File: src/rtl/var_latency_pipe.sv
// Variable-latency delay line: MAX_DELAY physical stages with a run-time
// selectable output tap. A new delay takes effect only once the pipe has
// drained, so beats already in flight keep the latency they were accepted with.
module var_latency_pipe #(
    parameter int MAX_DELAY     = 8,
    parameter int PIPE_WIDTH    = 1,
    parameter int DEFAULT_DELAY = 5,
    localparam int DELAY_W      = $clog2(MAX_DELAY + 1)
) (
    input  logic                  clk,
    input  logic                  rst,
    input  logic                  en,
    input  logic                  in_valid,
    input  logic [PIPE_WIDTH-1:0] in_data,
    input  logic [DELAY_W-1:0]    cfg_delay,
    output logic                  out_valid,
    output logic [PIPE_WIDTH-1:0] out_data,
    output logic [DELAY_W-1:0]    active_delay,
    output logic [DELAY_W-1:0]    occupancy,
    output logic [15:0]           drop_cnt
);

    // Requested delay forced into 1..MAX_DELAY.
    function automatic logic [DELAY_W-1:0] clamp_delay(input logic [DELAY_W-1:0] d);
        if (d == '0)
            return DELAY_W'(1);
        else if (d > DELAY_W'(MAX_DELAY))
            return DELAY_W'(MAX_DELAY);
        else
            return d;
    endfunction

    // Counter increment that sticks at all-ones.
    function automatic logic [15:0] sat_inc16(input logic [15:0] c, input logic inc);
        if (inc && (c != 16'hFFFF))
            return c + 16'd1;
        else
            return c;
    endfunction

    logic [MAX_DELAY-1:0]  vld_p;
    logic [PIPE_WIDTH-1:0] dat_p [MAX_DELAY];

    logic                  accept;
    logic [DELAY_W-1:0]    req_delay;
    logic                  reconfig;
    logic                  tap_vld;
    logic [PIPE_WIDTH-1:0] tap_dat;

    assign accept    = in_valid & en;
    assign req_delay = clamp_delay(cfg_delay);
    // Switching latency is only safe with nothing in the active stages and
    // nothing entering; otherwise the request simply waits.
    assign reconfig  = (occupancy == '0) && !accept && (req_delay != active_delay);

    // Select the stage at position active_delay-1 as the output tap.
    always_comb begin
        tap_vld = 1'b0;
        tap_dat = '0;
        for (int k = 0; k < MAX_DELAY; k++) begin
            if (active_delay == DELAY_W'(k + 1)) begin
                tap_vld = vld_p[k];
                tap_dat = dat_p[k];
            end
        end
    end

    assign out_valid = tap_vld & en;
    assign out_data  = out_valid ? tap_dat : '0;

    // Stage valid bits, delay selection, occupancy and drop counter.
    always_ff @(posedge clk) begin
        if (!rst) begin
            vld_p        <= '0;
            active_delay <= DELAY_W'(DEFAULT_DELAY);
            occupancy    <= '0;
            drop_cnt     <= '0;
        end else begin
            // ---- stage shift (valid) ----
            if (en) begin
                vld_p[0] <= accept;
                for (int k = 1; k < MAX_DELAY; k++)
                    vld_p[k] <= vld_p[k-1];
            end
            // A latency switch flushes every stage so beats parked past the
            // old tap cannot surface at the new one.
            if (reconfig) begin
                vld_p        <= '0;
                active_delay <= req_delay;
            end
            occupancy <= occupancy + DELAY_W'(accept) - DELAY_W'(out_valid);
            drop_cnt  <= sat_inc16(drop_cnt, in_valid & ~en);
        end
    end

    // Stage payloads; shift with the valid bits, held while en is low.
    always_ff @(posedge clk) begin
        if (!rst) begin
            for (int k = 0; k < MAX_DELAY; k++)
                dat_p[k] <= '0;
        end else if (en) begin
            // ---- stage shift (data) ----
            dat_p[0] <= in_data;
            for (int k = 1; k < MAX_DELAY; k++)
                dat_p[k] <= dat_p[k-1];
        end
    end

endmodule

File: config.mk
export PLATFORM = sky130hd
export DESIGN_NAME = var_latency_pipe
export DESIGN_NICKNAME = d
export VERILOG_FILES = /design/src/rtl/var_latency_pipe.sv
export SDC_FILE = /design/constraint.sdc
export NUM_CORES = 1
export LEC_CHECK = 0
export BUFFER_PORTS_ARGS = -buffer_cell sky130_fd_sc_hd__buf_2
export CAP_MARGIN = 20
export CORE_ASPECT_RATIO = 0.6
export CORE_UTILIZATION = 32
export DETAILED_ROUTE_END_ITERATION = 6
export GPL_TIMING_DRIVEN = 0
export SLEW_MARGIN = 15
export SYNTH_ARGS = -nofsm -noshare
export SYNTH_HDL_FRONTEND = slang
export SYNTH_SLANG_ARGS = --single-unit
File: constraint.sdc
create_clock -name clk -period 3.2 [get_ports clk]
set_clock_uncertainty 0.2 [all_clocks]
set_input_delay 0.16 -clock clk [delete_from_list [all_inputs] [get_ports clk]]
set_output_delay 0.16 -clock clk [all_outputs]
set_load 0.05 [all_outputs]
-- Yosys cells after proc, flatten, opt, wreduce, memory -nomap -nowiden
Memory sizes are Yosys's and may differ from the RTL's.
Cells that the tools add are included.
- register bits: 32
- bits in writable memories: 8
- logic and storage cells: 70
- memories: 1
- memories (name ; depth ; width ; rd ports ; clocked after Yosys merged registers in ; write ports ; line ; source):
    dat_p ; 8 ; 1 ; 8 ; 0 ; 8 ; 42 ; logic [PIPE_WIDTH-1:0] dat_p [MAX_DELAY];
- add/sub/neg operators: 3
- order comparisons: 1
- eq/ne operators: 10
- muxes and demuxes: 31
- bitwise logic cells: 13
- reductions and logical operators: 7
- operators by type and width (operator ; count):
    $mux 1 ; 29
    $add 16x1->16 const B ; 1
    $eq 4x3->1 const B ; 4
    $ne 16x16->1 const B ; 1
    $eq 4x2->1 const B ; 2
    $logic_not 4->1 ; 2
    $mux 4 ; 2
    $or 1x1->1 ; 8
    $add 4x1->4 ; 1
    $eq 4x1->1 const B ; 1
    $eq 4x4->1 const B ; 1
    $gt 4x4->1 const B ; 1
    $ne 4x4->1 ; 1
    $sub 4x1->4 ; 1
    $and 1x1->1 ; 3
    $logic_and 1x1->1 ; 3
    $not 1->1 ; 2
    $reduce_or 2->1 ; 1
    $logic_not 1->1 ; 1

-- Logic depth before layout (Yosys ltp)
Gate-level depths: netlist (run 1).
- word-level depth: 11
- depth in mapped cells: 13
- gate-level depth less buffers: 11

-- Least setup slack after synthesis (run 1)
OpenSTA, ideal clock, no wires.
- path type: reg2reg
- start point: register active_delay[1]
- end point: register occupancy[2]
- setup time: 128 ps
- data arrival time: 3804 ps
- data required time: 2872 ps
- path slack: -931 ps
- stages on the path, launching flop included: 13
- path buffers: 2
- clock period less this slack: 4131 ps
- path through: dfxtp_1 buf_2 buf_2 o221ai_1 o22a_1 o21ai_0 ha_1 inv_1 ha_1 inv_1 fa_1 xor2_1 nor2_1
- longest elaborated chain between the ends: 11
- elaborated cells between the ends (all ways): 18
- ends and longest elaborated chain (item ; line ; source):
    start: declaration ; 18 ; output logic [DELAY_W-1:0] active_delay,
    start signal: assignment ; 75 ; active_delay <= DELAY_W'(DEFAULT_DELAY);
    start signal: assignment ; 89 ; active_delay <= req_delay;
    $eq 4x1->1 ; 61 ; if (active_delay == DELAY_W'(k + 1)) begin
    $mux 1 (7 in series) ; 61 ;
    $mux 1 (*) ; 61 ;
    $and 1x1->1 (*) ; 68 ; assign out_valid = tap_vld & en;
    named net out_valid ; 16 ; output logic out_valid,
    $sub 4x1->4 (*) ; 91 ; occupancy <= occupancy + DELAY_W'(accept) - DELAY_W'(out_valid);
    end signal: assignment ; 91 ;
    end: declaration ; 19 ; output logic [DELAY_W-1:0] occupancy,
The timed path passes the listed nets; every way through them passes the cells marked *.
A chain may end at the register's enable or synchronous reset.

-- Worst setup path after layout (run 1)
- start point: register active_delay[1]
- end point: register occupancy[2]
- longest elaborated chain between the ends: 11
- elaborated cells between the ends (all ways): 18
- ends and longest elaborated chain (item ; line):
    $eq 4x1->1 ; 61
    $mux 1 (7 in series) ; 61
    $mux 1 (*) ; 61
    $and 1x1->1 (*) ; 68
    $sub 4x1->4 (*) ; 91
Mark *: on every way between the ends. The rest lies on a longest branch, timed or not.

==> flow_metrics.py, run 1 <==
metrics = {
    "run_status": {
        "outcome": "finished, final reports clean",
    },
    "placed_design": {
        "place_congestion": 0.781,
        "pre_cts_slack_ns": 0.285,
        "dp.cells": 343,
        "port_buffers": 33,
        "hpwl_mm": 3.51,
        "place_area_um2": 2350,
    },
    "cts": {
        "post-cts-setup-buffers": 0,
        "cts_tree": "built",
        "post_cts_resized": 0,
        "path_clk_slew_ns": 0.07,
        "numCtsBuffers": 5,
        "cts_sinks": 40,
        "htreeDepth": 2,
        "cts_max_path_buffers": 2,
        "clock_latency_ns": 0.28,
        "root_buffer": "clkbuf_8",
        "hold_buffers": 5,
    },
    "synth": {
        "synth_edf_count": 7,
        "synthTopCellsByCount": "33 x dfxtp_1, 30 x nor2_1, 15 x nand2_1, 14 x o21ai_0, 13 x mux2i_1",
        "synth_top_area_share_pct": 31.9,
        "yosysSeqAreaShare_pct": 42.1,
        "ys_top_cells_by_area": "dfxtp_1 32%, edfxtp_1 10%, mux2i_1 6.3%",
        "synth_top_area_cell": "dfxtp_1",
        "yosysWarnings": 0,
        "synthesis.area_um2": 2070,
        "synth_fp_nets": 242,
        "async_flop_share_pct": 0,
        "synthCells": 226,
        "ys.flop_type": "dfxtp_1",
        "ys_types": 45,
        "ys_ff_latch": 40,
        "avgSynthCellArea_um2": 9.16,
        "yosysMostFrequentCell": "dfxtp_1",
    },
    "floorplan": {
        "io_pins": 35,
        "core_area_um2": 6170,
        "fp.dieH_um": 64.3,
        "die_area_um2": 6800,
        "row_count": 22,
        "die_x_um": 106,
        "initial_utilization_pct": 33.6,
    },
    "route": {
        "routedWlPerCell_um": 12.8,
        "drcViolationCount": 0,
        "vias": 1717,
        "via_per_inst": 4.82,
        "drt-total-wl_mm": 4.56,
        "antenna_left": 0,
        "drt-initial-drc-count": 77,
        "first_pass_iters": 4,
    },
    "setup_path": {
        "startpoint": "active_delay[1]$_SDFFE_PN0P_",
        "worst-setup-path-type": "register to register",
        "r2r_cells": 12,
        "critPathRequiredTime_ns": 3.16,
        "path_max_fanout": 6,
        "reg2reg_to": "occupancy[2]$_SDFF_PN0_",
        "worst_setup_path_end_kind": "register",
        "r2r-start": "active_delay[1]$_SDFFE_PN0P_",
        "cp-start-kind": "register",
        "arrival_ns": 2.90,
        "regToRegSetupSlack_ns": 0.26,
    },
    "final_layout": {
        "post_route_cells_drive_above_1_share_pct": 18.4,
        "antenna_cells": 0,
        "instances_no_fill": 356,
        "syn2layout_area_growth_pct": 20.0,
        "num-nets-final": 287,
        "final_area_um2": 2480,
        "fin_util_pct": 40.3,
    },
    "timing": {
        "fin_crit_sh_pct": 91.8,
        "finalMaxSlewViolations": 0,
        "slew_headroom_pct": 61.9,
        "max_freq_mhz": 340,
        "tns_ns": 0,
        "fin_ws_ns": 0.261,
        "grt_setup_unrepaired": "false",
        "tightest_slew_ns": 0.568,
        "hold_viol_final": 0,
        "finalCriticalPeriod_ns": 2.94,
        "setup_viol": 0,
    },
    "global_route": {
        "grt_usage_pct": 14.7,
        "antenna_found_initial": 0,
        "grt_first_pass_wirelength_mm": 7.91,
        "grt.overflow.total": 0,
        "grt_pass1_vias": 1569,
        "grt_max_degree": 12,
    },
    "power_and_ir_drop": {
        "power_density_nw_per_um2": 604,
        "p_leak_nw": 1.02,
        "peakVddDrop_uv": 289,
    },
    "worst_hold_path": {
        "min_to": "active_delay[2]$_SDFFE_PN1P_",
        "whs_path_depth": 3,
        "min_from": "cfg_delay[2]",
        "hp-class": "input port to register",
    },
    "flow_run": {
        "maxCapViolCount": 0,
    },
}
## worst max path at each step
| stage | endpoint | cells past startpoint | slack (ns) |
|---|---|---|---|
| after floorplan | occupancy[2]$_SDFF_PN0_ | 11 | 0.03 |
| after global placement | occupancy[2]$_SDFF_PN0_ | 12 | 0.28 |
| after detailed placement | occupancy[2]$_SDFF_PN0_ | 12 | 0.28 |
| after CTS | occupancy[2]$_SDFF_PN0_ | 12 | 0.26 |
| after global routing | occupancy[2]$_SDFF_PN0_ | 12 | 0.05 |
| final | occupancy[2]$_SDFF_PN0_ | 12 | 0.26 |
## registers in the layout, indices dropped and copies added, names as in the netlist
name and cells:
dat_p 8, vld_p 8, occupancy 4, active_delay 4, drop_cnt 16
## logic make-up after synthesis
| logic type | Yosys count | share of synthesized area [%] |
|---|---|---|
| simple gates | 97 | 25.5 |
| flops | 40 | 42.1 |
| compound gates | 36 | 11.2 |
| buf+inv | 20 | 4.17 |
| mux | 14 | 7.38 |
| xor+xnor | 12 | 5.08 |
| fa+ha+maj | 7 | 4.59 |
## layout by cell type, fill, tap and decap left out, types with 6 or more instances in the layout
cell,Yosys,final
buf_2,3,36
dfxtp_1,33,32
nor2_1,30,30
nand2_1,15,15
o21ai_0,14,13
mux2i_1,13,13
inv_1,11,11
a21oi_1,8,8
and3_1,8,8
nand3_1,8,8
edfxtp_1,7,7
clkbuf_1,4,6
nand2b_1,6,6
xor2_1,6,6
xnor2_1,6,6
ha_1,6,6
## per-layer routing
metal	wire [um]	part of all wire, %	GRT usage (%)	up-vias
li1	-	-	-	889
met1	2680	59	23.5	795
met2	1680	37	19.0	29
met3	176	3.9	3.78	4
met4	30	0.66	2.60	0
met5	0	0	0	-
## report_power, final
part / switching, mW / total, mW / internal (mW)
clock network: 0.163 / 0.315 / 0.152
logic: 0.386 / 0.582 / 0.196
registers: 0.0406 / 0.601 / 0.560
total: 0.590 / 1.50 / 0.908
## layout make-up
| cell class | instances | area [um2] |
|---|---|---|
| fillers | 668 | 3680 |
| multi-input cells | 166 | 1120 |
| flip-flops and latches | 40 | 872 |
| repair buffers | 38 | 215 |
| well taps | 84 | 105 |
| clock buffers | 7 | 76.3 |
| plain buffers | 9 | 45.0 |
| inverters | 11 | 41.3 |
| clock inverters | 1 | 3.75 |
## critical path, stage by stage (launching register included)
cell	delay [ns]
dfxtp_2	0.32
buf_2	0.16
or3b_1	0.43
o31a_1	0.27
o21ai_0	0.15
o21ai_4	0.12
ha_1	0.31
inv_1	0.06
ha_1	0.15
inv_1	0.05
fa_1	0.38
xor2_1	0.16
nor2_1	0.05
## stage by stage
| stage | hold slack [ns] | total power [mW] |
|---|---|---|
| 2_1_floorplan | 0.108 | 1.06 |
| 3_3_place_gp | 0.271 | 1.18 |
| 3_5_place_dp | 0.281 | 1.19 |
| 4_1_cts | 0.0270 | 1.51 |
| 5_1_grt | 0.0582 | 1.60 |
| 6_report | 0.0428 | 1.50 |
No activity file was read; power rests on OpenSTA's default activity.
==> inputs of run 2 (changes only) <==
--- a/config.mk
+++ b/config.mk
@@ -8,3 +8,3 @@
 export BUFFER_PORTS_ARGS = -buffer_cell sky130_fd_sc_hd__buf_2
-export CAP_MARGIN = 20
+export CAP_MARGIN = 40
 export CORE_ASPECT_RATIO = 0.6
@@ -17 +17,2 @@
 export SYNTH_SLANG_ARGS = --single-unit
+export TNS_END_PERCENT = 1
==> constraint.sdc (replaced) <==
create_clock -name clk -period 3.2 [get_ports clk]
set_clock_uncertainty 0.2 [all_clocks]
set_input_delay 0.64 -clock clk [delete_from_list [all_inputs] [get_ports clk]]
set_output_delay 0.64 -clock clk [all_outputs]
set_load 0.05 [all_outputs]
==> run 2 against run 1 <==
- wire length down 0.68%
- utilization fell by 0.81 points
- setup slack lost 0.085 ns
- sequential share of layout area is 0.72 points higher
- flip-flop and latch count unchanged
- fmax fell by 2.8%
- first-iteration DRC count decreased by 9.1%
- final cell count decreased by 1.4%
- critical path type is now register to primary output
- critical endpoint is now out_data
==> flow_metrics.py, run 2 (same netlist as run 1, synthesis figures left out) <==
metrics = {
    "timing": {
        "fin_ws_ns": 0.176,
        "setup_viol": 0,
        "fin_crit_sh_pct": 94.5,
        "finalCriticalPeriod_ns": 3.02,
        "tightest_slew_ns": 0.569,
        "hold_slack_ns": 0.300,
        "tns_ns": 0,
        "slew_headroom_pct": 61.8,
        "finalMaxSlewViolations": 0,
        "max_freq_mhz": 331,
        "hold_viol_final": 0,
        "grt_setup_unrepaired": "false",
    },
    "global_route": {
        "grt_usage_pct": 14.5,
        "grt_first_pass_wirelength_mm": 7.84,
        "grt_max_degree": 12,
        "grt_pass1_vias": 1552,
        "grt.overflow.total": 0,
        "antenna_found_initial": 0,
    },
    "cts": {
        "numCtsBuffers": 5,
        "path_clk_slew_ns": 0.07,
        "cts_max_path_buffers": 2,
        "clock_latency_ns": 0.28,
        "cts_sinks": 40,
        "hold_buffers": 0,
        "cts_tree": "built",
        "post-cts-setup-buffers": 0,
        "htreeDepth": 2,
        "post_cts_resized": 0,
        "root_buffer": "clkbuf_8",
    },
    "flow_run": {
        "maxCapViolCount": 0,
    },
    "setup_path": {
        "cp_top_family": "buffers and inverters",
        "critPathCapture": "out_data",
        "worst-setup-path-type": "register to primary output",
        "r2r-start": "active_delay[1]$_SDFFE_PN0P_",
        "slowest_delay_ns": 0.49,
        "crit_path_frequent_cell": "buf_2",
        "regToRegSetupSlack_ns": 0.26,
        "critPathRequiredTime_ns": 2.36,
        "reg2reg_to": "occupancy[2]$_SDFF_PN0_",
        "cpMaxStageDelayCell": "mux4_2",
        "r2r_cells": 12,
        "cp_num_cells": 7,
        "cp-start-kind": "register",
        "path_max_fanout": 10,
        "startpoint": "active_delay[1]$_SDFFE_PN0P_",
        "cp_cell_sequence": "buf_2 > buf_2 > mux2i_1 > mux4_2 > o2bb2ai_1 > and2_1 > buf_2",
        "crit_buf_inv": 3,
        "worst_setup_path_end_kind": "primary output",
        "arrival_ns": 2.18,
    },
    "placed_design": {
        "port_buffers": 33,
        "dp.cells": 343,
        "pre_cts_slack_ns": 0.285,
        "hpwl_mm": 3.51,
        "place_congestion": 0.781,
    },
    "floorplan": {
        "initial_utilization_pct": 33.6,
        "fp.dieH_um": 64.3,
        "io_pins": 35,
        "die_area_um2": 6800,
        "die_x_um": 106,
        "row_count": 22,
        "core_area_um2": 6170,
    },
    "final_layout": {
        "syn2layout_area_growth_pct": 17.5,
        "fin_util_pct": 39.4,
        "num-nets-final": 282,
        "layout_common_cells": "36 x buf_2, 32 x dfxtp_1, 30 x nor2_1",
        "reg_top3": "drop_cnt x16, dat_p x8, vld_p x8",
        "antenna_cells": 0,
        "regMostFlops": "drop_cnt",
        "final_common_cell": "buf_2",
        "post_route_cells_drive_above_1_share_pct": 18.7,
        "num-fill-cells": 669,
        "instances_no_fill": 351,
        "largest_reg_flops": 16,
    },
    "route": {
        "drt-total-wl_mm": 4.53,
        "drcViolationCount": 0,
        "via_per_inst": 4.83,
        "antenna_left": 0,
        "routedWlPerCell_um": 12.9,
        "drt-initial-drc-count": 70,
        "vias": 1697,
        "first_pass_iters": 4,
    },
    "worst_hold_path": {
        "hp-class": "register to register",
    },
    "run_status": {
        "outcome": "finished, final reports clean",
    },
    "power_and_ir_drop": {
        "power_density_nw_per_um2": 614,
        "p_leak_nw": 1.00,
        "peakVddDrop_uv": 289,
    },
}
==> run 2: cell types whose count changed in the layout (fill, tap and decap cells not counted), sizes merged <==
cell,delta
dlygate4sd3,-5
==> run 2: report_power, final <==
group,switching [mW],total [mW],internal (mW)
sequential,0.0406,0.601,0.560
combinational,0.385,0.577,0.192
clock,0.164,0.315,0.152
==> run 2: final cells by class <==
class	count	area, um2	share of cell area [%]
inverter	11	41.3	1.70
clock inverter	1	3.75	0.154
buffer	9	45.0	1.85
multi-input combinational	166	1120	46.2
sequential	40	872	35.9
timing repair buffer	33	165	6.79
clock buffer	7	76.3	3.14
tap	84	105	4.32
==> run 2: worst register-to-register path: cells and delay by family (launching register included) <==
family	cells	cell delay (ns)
XOR/XNOR	1	0.16
AND/OR/NAND/NOR	2	0.48
AO/OA/AOI/OAI	3	0.54
flip-flops	1	0.32
adder cells (fa/ha/maj)	3	0.84
buffers and inverters	3	0.27
==> run 2: worst min-delay path by stage <==
stage	start	end	depth (start not counted)
2_1_floorplan	vld_p[7]$_SDFFE_PP0P_	vld_p[7]$_SDFFE_PP0P_	2
3_3_place_gp	vld_p[7]$_SDFFE_PP0P_	vld_p[7]$_SDFFE_PP0P_	2
3_5_place_dp	drop_cnt[1]$_SDFFE_PN0P_	drop_cnt[1]$_SDFFE_PN0P_	2
4_1_cts	vld_p[0]$_SDFFE_PP0P_	vld_p[0]$_SDFFE_PP0P_	2
5_1_grt	drop_cnt[1]$_SDFFE_PN0P_	drop_cnt[1]$_SDFFE_PN0P_	2
6_report	vld_p[0]$_SDFFE_PP0P_	vld_p[0]$_SDFFE_PP0P_	2
==> run 2: stage by stage <==
stage | power, mW | cell area [um2]
3_3_place_gp | 1.18 | 2350
6_report | 1.49 | 2430
4_1_cts | 1.51 | 2430
2_1_floorplan | 1.06 | 2080
3_5_place_dp | 1.19 | 2350
5_1_grt | 1.59 | 2430
==> run 2: layer usage <==
| layer | vias to the layer above | wire length [um] | track usage [%] |
|---|---|---|---|
| met4 | 0 | 30 | 2.60 |
| met5 | - | 0 | 0 |
| met1 | 785 | 2660 | 23.3 |
| met3 | 4 | 183 | 3.78 |
| met2 | 29 | 1650 | 18.8 |
| li1 | 879 | - | - |
==> inputs of run 3 (changes only) <==
- CORE_ASPECT_RATIO: 0.6 -> 1.4
- TNS_END_PERCENT: 1 -> 10
==> run 3 against run 2 <==
- critical path depth did not move
- via count rose by 3.0%
- setup slack improved by 0.026 ns
- clock-buffer cell count rose by 1
- non-clock buffer count did not move
- cell area fell by 0.21%
- global-route usage fell by 0.59 points
- worst hold slack got worse by 0.0030 ns
- sequential power barely moved
- die area barely moved
- wire length fell by 1.2%
- largest cell class unchanged
==> flow_metrics.py, run 3 (same netlist as run 1, synthesis figures left out) <==
metrics = {
    "floorplan": {
        "initial_utilization_pct": 33.3,
        "die_area_um2": 6800,
        "io_pins": 35,
        "row_count": 34,
        "core_area_um2": 6210,
        "die_x_um": 70.0,
        "fp.dieH_um": 97.2,
    },
    "setup_path": {
        "crit_path_frequent_cell": "buf_2",
        "cp-start-kind": "register",
        "cp_cell_sequence": "buf_2 > buf_2 > mux2i_1 > mux4_2 > o2bb2ai_1 > and2_1 > buf_2",
        "arrival_ns": 2.16,
        "worst-setup-path-type": "register to primary output",
        "slowest_delay_ns": 0.47,
        "path_max_fanout": 10,
        "cpMaxStageDelayCell": "mux4_2",
        "crit_buf_inv": 3,
        "cp_top_family": "buffers and inverters",
        "critPathRequiredTime_ns": 2.36,
        "worst_setup_path_end_kind": "primary output",
    },
    "power_and_ir_drop": {
        "peakVddDrop_uv": 249,
        "power_density_nw_per_um2": 622,
        "p_leak_nw": 1.01,
    },
    "timing": {
        "tightest_slew_ns": 0.567,
        "finalCriticalPeriod_ns": 3.00,
        "max_freq_mhz": 334,
        "slew_headroom_pct": 61.9,
        "finalMaxSlewViolations": 0,
        "hold_viol_final": 0,
        "fin_ws_ns": 0.202,
        "grt_setup_unrepaired": "false",
        "fin_crit_sh_pct": 93.7,
        "tns_ns": 0,
        "setup_viol": 0,
    },
    "final_layout": {
        "post_route_cells_drive_above_1_share_pct": 19.1,
        "largest_reg_flops": 16,
        "num-nets-final": 282,
        "regMostFlops": "drop_cnt",
        "reg_top3": "drop_cnt x16, dat_p x8, vld_p x8",
        "final_area_um2": 2430,
        "ff_latch_area_um2": 872,
        "final_common_cell": "buf_2",
        "multi_input_area_um2": 1120,
        "num-fill-cells": 658,
        "syn2layout_area_growth_pct": 17.3,
        "layout_common_cells": "36 x buf_2, 32 x dfxtp_1, 30 x nor2_1",
        "antenna_cells": 0,
    },
    "route": {
        "antenna_left": 0,
        "drcViolationCount": 0,
        "routedWlPerCell_um": 13.2,
        "via_per_inst": 5.16,
        "drt-initial-drc-count": 112,
        "first_pass_iters": 4,
        "drt-total-wl_mm": 4.47,
        "vias": 1748,
    },
    "global_route": {
        "grt_first_pass_wirelength_mm": 7.67,
        "grt_usage_pct": 14.0,
        "antenna_found_initial": 0,
        "grt_max_degree": 12,
        "grt.overflow.total": 0,
        "grt_pass1_vias": 1696,
    },
    "cts": {
        "numCtsBuffers": 5,
        "post-cts-setup-buffers": 0,
        "hold_buffers": 0,
        "cts_max_path_buffers": 2,
        "path_clk_slew_ns": 0.08,
        "root_buffer": "clkbuf_8",
        "clock_latency_ns": 0.29,
        "post_cts_resized": 0,
        "htreeDepth": 2,
        "cts_tree": "built",
        "cts_sinks": 40,
    },
    "placed_design": {
        "place_area_um2": 2340,
        "pre_cts_slack_ns": 0.236,
        "port_buffers": 33,
        "place_congestion": 0.802,
        "hpwl_mm": 3.33,
    },
    "run_status": {
        "outcome": "finished, final reports clean",
    },
    "flow_run": {
        "maxCapViolCount": 0,
    },
    "worst_hold_path": {
        "hp-class": "register to register",
    },
}
==> run 3: layer usage <==
metal	share of wire, %	GRT usage, %	vias up
met1	46	16.5	825
met4	1.7	4.92	0
met3	5.3	4.05	6
met2	47	23.7	39
met5	0	0	-
li1	-	-	878
==> run 3: through the flow <==
stage,utilization (%),cells,hold slack (ns),power (mW)
after CTS,39.1,339,0.306,1.53
after floorplan,-,226,0.262,1.06
after global routing,39.1,339,0.349,1.62
after global placement,37.6,331,0.277,1.18
after detailed placement,37.6,331,0.295,1.18
final,39.1,339,0.297,1.51
==> run 3: where the power goes <==
part / total [mW] / switching (mW) / internal [mW]
Sequential: 0.600 / 0.0403 / 0.560
Clock: 0.347 / 0.171 / 0.176
Combinational: 0.562 / 0.371 / 0.191
==> run 3: final cells by class <==
cell class	instances	area share [%]
multi-input combinational	166	46.3
buffer	9	1.86
tap	72	3.71
sequential	40	35.9
inverter	11	1.70
clock buffer	8	3.71
timing repair buffer	33	6.80
==> run 3: path summary, 6_finish.rpt <==
check                                    start                       end  slack, ns  cells after the start
setup reg to reg  active_delay[3]$_SDFFE_PN0P_   occupancy[2]$_SDFF_PN0_       0.24                     11
hold / removal        drop_cnt[1]$_SDFFE_PN0P_  drop_cnt[1]$_SDFFE_PN0P_       0.30                      2
hold reg to reg       drop_cnt[1]$_SDFFE_PN0P_  drop_cnt[1]$_SDFFE_PN0P_       0.30                      2
setup / recovery  active_delay[1]$_SDFFE_PN0P_                  out_data       0.20                      7
==> run 3: worst register-to-register path, stage by stage (launching register included) <==
cell and delay, ns:
dfxtp_1 0.50, or3b_1 0.43, o31a_1 0.27, o21ai_0 0.15
o21ai_4 0.12, ha_1 0.31, inv_1 0.06, ha_1 0.15
inv_1 0.05, fa_1 0.39, xor2_1 0.16, nor2_1 0.05
